==> config.mk <==
export PLATFORM = sky130hd
export DESIGN_NAME = mdu_iterative_flat
export DESIGN_NICKNAME = d
export VERILOG_FILES = /design/src/rtl/mdu_iterative_if.sv /design/src/rtl/mdu_iterative.sv /design/src/flat_wrapper.sv
export SDC_FILE = /design/constraint.sdc
export NUM_CORES = 1
export LEC_CHECK = 0
export CAP_MARGIN = 20
export CORE_AREA = 3 3 179 181
export CTS_BUF_LIST = sky130_fd_sc_hd__clkbuf_16
export CTS_CLUSTER_DIAMETER = 200
export DETAILED_ROUTE_END_ITERATION = 8
export DIE_AREA = 0 0 182 184
export PLACE_DENSITY = 0.77
export SLEW_MARGIN = 30
export SYNTH_ARGS = -nofsm -noshare
export SYNTH_HDL_FRONTEND = slang
export SYNTH_SLANG_ARGS = --single-unit
==> constraint.sdc <==
create_clock -name clk -period 4 [get_ports clk]
set_clock_uncertainty 0.15 [all_clocks]
set_input_delay 0.6 -clock clk [delete_from_list [all_inputs] [get_ports clk]]
set_output_delay 0.6 -clock clk [all_outputs]
set_load 0.02 [all_outputs]
==> src/rtl/mdu_iterative_if.sv <==
// Request/response bundle between the register-file stage and the
// multiply/divide unit. The master drives operations and HI/LO moves; the
// slave (the MDU) returns busy/done and the architectural HI/LO values.
interface mdu_iterative_if #(
  parameter int DATA_W = 32
);
  logic              start;
  logic [1:0]        op;
  logic [DATA_W-1:0] operand_a;
  logic [DATA_W-1:0] operand_b;
  logic              mthi;
  logic              mtlo;
  logic              busy;
  logic              done;
  logic [DATA_W-1:0] hi;
  logic [DATA_W-1:0] lo;

  modport master (
    output start, op, operand_a, operand_b, mthi, mtlo,
    input  busy, done, hi, lo
  );

  modport slave (
    input  start, op, operand_a, operand_b, mthi, mtlo,
    output busy, done, hi, lo
  );
endinterface

==> src/rtl/mdu_iterative.sv <==
// Iterative MIPS multiply/divide unit with architectural HI/LO.
// One iteration per clock: shift-add multiply, restoring divide. Signed ops
// run on magnitudes and the signs are applied in a single FIX cycle.
module mdu_iterative #(
  parameter int DATA_W = 32
) (
  input  logic          clk,
  input  logic          rst_n,
  mdu_iterative_if.slave bus
);
  localparam int CW = (DATA_W > 1) ? $clog2(DATA_W) : 1;

  typedef enum logic [1:0] {IDLE, CALC, FIX} state_t;

  state_t              state;
  logic [CW-1:0]       cnt;
  logic                is_div;      // latched op[1]
  logic                sign_q;      // negate product / quotient
  logic                sign_r;      // negate remainder
  logic                b_zero;      // divisor was zero
  logic [DATA_W-1:0]   a_raw;       // original dividend for divide-by-zero
  logic [DATA_W-1:0]   opnd;        // multiplicand (mul) or divisor (div)
  // mul: {partial product, multiplier}; div: {remainder, dividend/quotient}
  logic [2*DATA_W-1:0] acc;
  logic                busy_r, done_r;
  logic [DATA_W-1:0]   hi_r, lo_r;

  assign bus.busy = busy_r;
  assign bus.done = done_r;
  assign bus.hi   = hi_r;
  assign bus.lo   = lo_r;

  // Operand conditioning at issue: signed ops (op[0]==0) use magnitudes.
  logic              signed_op, a_neg, b_neg;
  logic [DATA_W-1:0] a_mag, b_mag;
  assign signed_op = ~bus.op[0];
  assign a_neg     = signed_op & bus.operand_a[DATA_W-1];
  assign b_neg     = signed_op & bus.operand_b[DATA_W-1];
  assign a_mag     = a_neg ? (~bus.operand_a + 1'b1) : bus.operand_a;
  assign b_mag     = b_neg ? (~bus.operand_b + 1'b1) : bus.operand_b;

  // Single iteration datapath for both operations.
  logic [DATA_W:0]     mul_sum;
  logic [2*DATA_W-1:0] mul_next;
  logic [DATA_W:0]     rem_sh;
  logic                sub_ok;
  logic [DATA_W-1:0]   rem_sub;
  logic [2*DATA_W-1:0] div_next;

  always_comb begin
    mul_sum  = {1'b0, acc[2*DATA_W-1:DATA_W]} + (acc[0] ? {1'b0, opnd} : '0);
    mul_next = {mul_sum, acc[DATA_W-1:1]};
    // Bring the next dividend bit (MSB of the low half) into the remainder.
    rem_sh   = {acc[2*DATA_W-1:DATA_W], acc[DATA_W-1]};
    sub_ok   = (rem_sh >= {1'b0, opnd});
    // The difference is always below the divisor, so DATA_W bits suffice.
    rem_sub  = rem_sh[DATA_W-1:0] - opnd;
    div_next = sub_ok ? {rem_sub, acc[DATA_W-2:0], 1'b1}
                      : {rem_sh[DATA_W-1:0], acc[DATA_W-2:0], 1'b0};
  end

  // Sign correction applied on the FIX cycle.
  logic [2*DATA_W-1:0] prod_fix;
  logic [DATA_W-1:0]   quo_fix, rem_fix, hi_fix, lo_fix;

  always_comb begin
    prod_fix = sign_q ? (~acc + 1'b1) : acc;
    quo_fix  = sign_q ? (~acc[DATA_W-1:0] + 1'b1) : acc[DATA_W-1:0];
    rem_fix  = sign_r ? (~acc[2*DATA_W-1:DATA_W] + 1'b1) : acc[2*DATA_W-1:DATA_W];
    if (!is_div) begin
      hi_fix = prod_fix[2*DATA_W-1:DATA_W];
      lo_fix = prod_fix[DATA_W-1:0];
    end else if (b_zero) begin
      // Quotient bits all set naturally; remainder must be the raw dividend.
      hi_fix = a_raw;
      lo_fix = '1;
    end else begin
      hi_fix = rem_fix;
      lo_fix = quo_fix;
    end
  end

  // Control FSM plus all datapath and HI/LO state.
  always_ff @(posedge clk) begin
    if (!rst_n) begin
      state  <= IDLE;
      cnt    <= '0;
      is_div <= 1'b0;
      sign_q <= 1'b0;
      sign_r <= 1'b0;
      b_zero <= 1'b0;
      a_raw  <= '0;
      opnd   <= '0;
      acc    <= '0;
      busy_r <= 1'b0;
      done_r <= 1'b0;
      hi_r   <= '0;
      lo_r   <= '0;
    end else begin
      done_r <= 1'b0;
      case (state)
        IDLE: begin
          if (bus.start) begin
            is_div <= bus.op[1];
            sign_q <= a_neg ^ b_neg;
            sign_r <= a_neg;
            b_zero <= (bus.operand_b == '0);
            a_raw  <= bus.operand_a;
            opnd   <= bus.op[1] ? b_mag : a_mag;
            acc    <= {{DATA_W{1'b0}}, (bus.op[1] ? a_mag : b_mag)};
            cnt    <= '0;
            busy_r <= 1'b1;
            state  <= CALC;
          end else begin
            // HI/LO moves only land when no operation is being issued.
            if (bus.mthi) hi_r <= bus.operand_a;
            if (bus.mtlo) lo_r <= bus.operand_a;
          end
        end
        CALC: begin
          acc <= is_div ? div_next : mul_next;
          cnt <= cnt + 1'b1;
          if (cnt == CW'(DATA_W-1)) state <= FIX;
        end
        FIX: begin
          hi_r   <= hi_fix;
          lo_r   <= lo_fix;
          done_r <= 1'b1;
          busy_r <= 1'b0;
          state  <= IDLE;
        end
        default: state <= IDLE;
      endcase
    end
  end
endmodule

==> src/flat_wrapper.sv <==
// flat-port wrapper written by rule: the top's interface ports become plain ports
module mdu_iterative_flat 
#(
  parameter int DATA_W = 32
)
  (clk, rst_n, bus_start, bus_op, bus_operand_a, bus_operand_b, bus_mthi, bus_mtlo, bus_busy, bus_done, bus_hi, bus_lo);
  mdu_iterative_if #(.DATA_W(DATA_W)) bus_i ();
  input  logic clk;
  input  logic rst_n;
  input wire logic [$bits(bus_i.start)-1:0] bus_start;
  input wire logic [$bits(bus_i.op)-1:0] bus_op;
  input wire logic [$bits(bus_i.operand_a)-1:0] bus_operand_a;
  input wire logic [$bits(bus_i.operand_b)-1:0] bus_operand_b;
  input wire logic [$bits(bus_i.mthi)-1:0] bus_mthi;
  input wire logic [$bits(bus_i.mtlo)-1:0] bus_mtlo;
  output wire logic [$bits(bus_i.busy)-1:0] bus_busy;
  output wire logic [$bits(bus_i.done)-1:0] bus_done;
  output wire logic [$bits(bus_i.hi)-1:0] bus_hi;
  output wire logic [$bits(bus_i.lo)-1:0] bus_lo;
  assign bus_i.start = bus_start;
  assign bus_i.op = bus_op;
  assign bus_i.operand_a = bus_operand_a;
  assign bus_i.operand_b = bus_operand_b;
  assign bus_i.mthi = bus_mthi;
  assign bus_i.mtlo = bus_mtlo;
  assign bus_busy = bus_i.busy;
  assign bus_done = bus_i.done;
  assign bus_hi = bus_i.hi;
  assign bus_lo = bus_i.lo;
  mdu_iterative #(.DATA_W(DATA_W)) u_core (.clk(clk), .rst_n(rst_n), .bus(bus_i));
endmodule
; ---- Word-level counts from Yosys, hierarchy flattened
; Cells that the tools add are included.
[classes]
reduce_logical = 10
eq_ne = 8
n_lt_le_gt_ge = 1
addsub = 8
muxes = 30
n_bitwise = 9
[ops]
columns = op, n
row1 = $mux 32, 15
row2 = $mux 64, 4
row3 = $add 32x1->32 const B, 4
row4 = $not 32->32, 4
row5 = $pmux 32 s2, 2
row6 = $pmux 64 s2, 1
row7 = $add 64x1->64 const B, 1
row8 = $not 64->64, 1
row9 = $add 32x33->33, 1
row10 = $ge 33x32->1, 1
row11 = $logic_not 32->1, 1
row12 = $sub 32x32->32, 1
row13 = $pmux 5 s2, 1
row14 = $ne 2x2->1 const B, 4
row15 = $reduce_and 2->1, 4
row16 = $reduce_and 3->1, 2
row17 = $add 5x1->5 const B, 1
row18 = $eq 5x5->1 const B, 1
row19 = $mux 5, 1
row20 = $mux 2, 2
row21 = $pmux 2 s2, 1
row22 = $reduce_bool 2->1, 2
row23 = $and 1x1->1, 2
row24 = $eq 2x1->1 const B, 1
row25 = other kinds (7), 8
[word_totals]
output_inout_bits = 66
ff_bits = 205
word_cells = 79
inputBits = 71

; ---- Logic depth before layout (Yosys ltp)
[logic_depth]
depth_word = 6
depth_mapped = 15

; ---- Worst setup path after synthesis
; No wires, ideal clock.
[synth_timing]
path_kind = flip-flop to flip-flop
startpoint = reg u_core.acc[0]
endpoint = reg u_core.acc[59]
path_buffers = 2
path_stages_with_launch = 16
path_slack_ps = 824
required_ps = 3733
arrival_time_ps = 2909
setup_time_ps = 117
cell_sequence = dfxtp_1 -> inv_1 -> clkbuf_1 -> nor2_1 -> ha_1 -> clkbuf_1 -> a21oi_1 -> o21ai_0 -> o21ai_0 -> nand3_1 -> o31a_1 -> a31oi_1 -> nor2_1 -> or2_1 -> mux2i_1 -> a32o_1
[synth_via]
elab_chain_cells = 4
[synth_rtl]
columns = element, line
row1 = from (decl), mdu_iterative.sv:24  ; logic [2*DATA_W-1:0] acc;
row2 = from (signal assigned), mdu_iterative.sv:110  ; acc <= {{DATA_W{1'b0}}, (bus.op[1] ? a_mag : b_mag)};
row3 = from (signal assigned), mdu_iterative.sv:121  ; acc <= is_div ? div_next : mul_next;
row4 = $mux 32, mdu_iterative.sv:51  ; mul_sum = {1'b0, acc[2*DATA_W-1:DATA_W]} + (acc[0] ? {1'b0, opnd} : '0);
row5 = $add 32x33->33, mdu_iterative.sv:51
row6 = $mux 64, mdu_iterative.sv:121
row7 = $pmux 64 s2, mdu_iterative.sv:101  ; case (state)
; Every way passes these cells.
; A chain may end at the register's enable or synchronous reset.

; ---- Worst setup path in the final report
[layout_timing]
startpoint = in bus_operand_a[7]
endpoint = reg u_core.opnd[25]
[layout_via]
elab_chain_cells = 4
[layout_rtl]
columns = element, line
row1 = from (decl), flat_wrapper.sv:12  ; input wire logic [$bits(bus_i.operand_a)-1:0] bus_operand_a;
row2 = $not 32->32, mdu_iterative.sv:39  ; assign a_mag = a_neg ? (~bus.operand_a + 1'b1) : bus.operand_a;
row3 = $add 32x1->32, mdu_iterative.sv:39
row4 = $mux 32, mdu_iterative.sv:39
row5 = $mux 32, mdu_iterative.sv:109  ; opnd <= bus.op[1] ? b_mag : a_mag;
row6 = to (signal assigned), mdu_iterative.sv:109
row7 = to (decl), mdu_iterative.sv:22  ; logic [DATA_W-1:0] opnd;
; Every way passes these cells.

==> parameters.txt <==
Parameter                              Value

Critical path
  Highest cell delay on the worst timing path ... a little under 0.8 ns
  Highest fanout seen on the critical path ... 7
  Combined buffer and inverter count along the critical path ... 1
  Startpoint kind of the worst setup timing path ... primary input
  Setup slack of the most critical reg-to-reg path ... between 0.2 and 0.3 ns
  Classification of the worst setup path ... in2reg
  Worst path slowest cell ... nor3_1
  CP Data Required Time ... between 4 and 5 ns
  Data arrival time at the worst-slack endpoint ... 4.20 ns
  Ordered cell list for the critical path ... clkdlybuf4s50_1 -> nor3_1 -> nand2_1 -> nor4_1 -> nand3_1 -> o41ai_1 -> xor2_1 -> nor2_1 -> a21oi_1 -> o21ai_1
  Capturing element type of the critical path ... flop
  Top Family by Delay on Critical Path ... simple AND/OR/NAND/NOR gates

Run
  Reported max-cap violation count ... 0

Clock network
  Total CTS buffers ... 25
  Num Clock Sinks ... between 200 and 250
  Maximum clock path buffer count ... 3
  Register clock-pin slew on the reported worst setup and hold paths ... ~0.060 ns
  CTS tree ... yes
  Later-pin clock latency in the skew report ... ~0.54 ns
  Total setup buffers inserted after CTS ... 0
  Clock tree root driver cell ... clkbuf_16
  Maximum level of the CTS H-tree ... 1

Global routing
  Global-route wire length before repair ... 99,350 um
  Maximum number of pins on one net before global-route repair ... 89
  Number of antenna violations at the first check in global routing ... 1
  Via count of the first global-routing pass ... roughly 17,000
  Grt ovf ... 0
  Overall fraction of global-route tracks in use ... about 37%

STA
  Slew Limit Headroom ... 36.96%
  Highest achievable clock rate ... between 200 and 300 MHz
  Setup slack of the critical path after layout ... around 0.072 ns
  Shortest clock period the worst path allows after layout ... a little under 4 ns
  Setup repair after global routing missed its margin ... false
  Total negative slack ... 0 ns
  Ratio of final minimum period to clock period ... a little over nine tenths
  Slew at the pin closest to its max-slew limit ... about 0.94 ns
  Final setup violation count ... 0
  Hold violation total from the final report ... 0
  Slew Limit Fails ... 0

Status
  Outcome ... completed

Synth
  Synth area leaders ... dfxtp_1, a21oi_1, nand2_1, xor2_1, ha_1
  Avg Cell Area, Syn ... ~7.3 um^2
  Most frequent cell after synthesis ... nand2_1
  Number of nets in the synthesized netlist ... between 2,000 and 2,500
  Gate count of the mapped netlist ... around 2,300
  Commonest cells post-synth ... nand2_1, a21oi_1, dfxtp_1
  Share of synthesized area occupied by flip-flops and latches ... between 20 and 25%
  Post-synth top flop ... dfxtp_1
  Number of different library cells in the post-synthesis netlist ... 76
  Async set-reset flop share out of synthesis ... 0%
  Number of enable-type register cells in the synthesized netlist ... 0
  Syn Std Cell Area ... ~17,000 um^2
  Number of warnings printed during yosys synthesis ... 0
  Yosys reg bits ... 205
  Area share of the largest cell type after synthesis ... 24.50%
  Cell taking the most area after synthesis ... dfxtp_1

Final layout
  Final core area utilization ... 64.24%
  Post-route cell area ... just under 20,000 um^2
  Layout cell share with drive strength beyond 1 ... a little under a tenth
  Layout net count ... about 2,500
  Signed area change from the synthesized netlist to the final layout ... 17.30%
  Post-route insts no fill ... 2,800

Placed design
  Worst Setup Slack post-DPL ... -0.2601 ns
  PortBufs ... 136
  Post-Place Cells ... 2,749
  GP Congestion ... 1.044
  Hpwl dp ... 49,270 um
  Placement Cell Area ... 18,850 um^2

Drt
  Number of DRC markers after the initial detailed-route iteration ... approximately 2,200
  Routed wire length ... ~66,000 um
  Detailed-route via count ... 18,690
  Detailed-route DRC error count ... 0
  Post-route ant nets ... 0
  Via density per instance ... between 6 and 7
  Initial DRT Pass Iterations ... 6
  Routed wirelength normalized by instance count ... between 20 and 25 um

Pwr
  Part of the power in the clock network ... 35.0%
  Largest vdd supply drop ... about 0.36 mV
  Part of the total power dissipated in combinational logic ... 29.2%
  Cell-internal power ... roughly 4200 uW
  Part of the total power dissipated in sequential elements ... a little over a third
  Leak pwr ... between 0.007 and 0.008 uW
  Net switching power ... approximately 2300 uW
  Power Dens Cells ... between 300 and 400 nW/um^2
  Net switching fraction of the power ... about a third

Floorplanning
  Row Count ... between 60 and 70
  Top-Level Pins ... between 100 and 150
  Placeable core area ... around 31,000 um^2
  Effective utilization at floorplan ... ~55%
  DIE WIDTH ... approximately 180 um
  Die Span Y ... 184 um
  Full die area ... between 30,000 and 40,000 um^2

Hold path
  Worst min path class ... reg2reg
## worst reg2reg max path, delay by kind of cell, from the launching register on
kind	cells	cell delay (ns)
flip-flops	1	0.59
buffers and inverters	1	0.26
AO/OA/AOI/OAI	7	1.70
multiplexers	1	0.20
AND/OR/NAND/NOR	2	0.35
adder cells (fa/ha/maj)	1	0.38
## routing by layer
layer  vias up  share of wire (%)  wire length, um  track usage (%)
li1       8397                  -                -                -
met4         2                7.4             4873            22.06
met5         -              0.020               13                0
met3       314                 11             7408            8.469
met1      8764                 39            25590            48.15
met2      1212                 43            28150            57.38
## placed cells by master, fill, tap and decap left out, drive strengths merged, types with 43 or more instances in the layout
master and n:
nand2 264, a21oi 227, clkdlybuf4s50 134, nor2 184, inv 67, xor2 106
dfxtp 205, mux2i 58, buf 115, xnor2 90, o211ai 43, nand3 48
ha 70, a21boi 48, o21ai 216
## through the flow
| stage | total power, uW | hold slack [ns] |
|---|---|---|
| final | 6422 | 0.3021 |
| after global routing | 6632 | 0.3295 |
| after CTS | 6354 | 0.3072 |
| after detailed placement | 4142 | 0.3014 |
| after global placement | 4118 | 0.2941 |
| after floorplan | 3471 | 0.2808 |
## final timing paths
| kind | startpoint | endpoint | depth (start not counted) |
|---|---|---|---|
| setup / recovery | bus_operand_a[7] | u_core.opnd[25] | 10 |
| hold / removal | u_core.opnd[14] | u_core.opnd[14] | 2 |
| setup reg to reg | u_core.acc[33] | u_core.acc[33] | 12 |
| hold reg to reg | u_core.opnd[14] | u_core.opnd[14] | 2 |
## layout make-up
class / count / area, um^2
Multi-Input combinational cell: 1840 / 11760
Timing Repair Buffer: 249 / 2268
Clock inverter: 20 / 155.1
Clock buffer: 25 / 625.6
Fill cell: 2690 / 10940
Sequential cell: 205 / 4110
Inverter: 60 / 225.2
Tap cell: 396 / 495.5
Antenna cell: 5 / 12.51
## logic make-up (layout without fill, tap and decap cells)
logic type                 Yosys count  after routing  synth area share [%]
AOI/OAI and AO/OA                  770            770                 28.70
and+or+nand+nor                    703            703                 19.36
buffers and inverters              242            354                 5.505
adders and majority gates           72             72                 5.467
muxes                               99             99                 6.222
DFF                                205            205                 24.50
xor gates and xnor gates           196            196                 10.25
other                                0              5                     0
## what timing repair did
item | in CTS | in global routing
endpoints found under the setup margin | 0 | 5
hold buffers | 0 | 0
gates resized for setup | 0 | 1
## flip-flops by register name, summed over array words and instances (netlist names)
signal and flops:
u_core.a_raw 32, u_core.acc 64, u_core.is_div 1, u_core.state 2
u_core.b_zero 1, u_core.bus.lo 32, u_core.bus.done 1, u_core.cnt 5
u_core.sign_r 1, u_core.sign_q 1, u_core.opnd 32, u_core.bus.hi 32
u_core.bus.busy 1
## power groups by stage
stage	Combinational, uW	Sequential (uW)	Clock (uW)
final	1880	2300	2250
after global routing	2010	2310	2320
after CTS	1820	2290	2250
after detailed placement	1810	2330	0
after global placement	1790	2330	0
after floorplan	1160	2310	0
No activity file was read; power rests on OpenSTA's default activity.
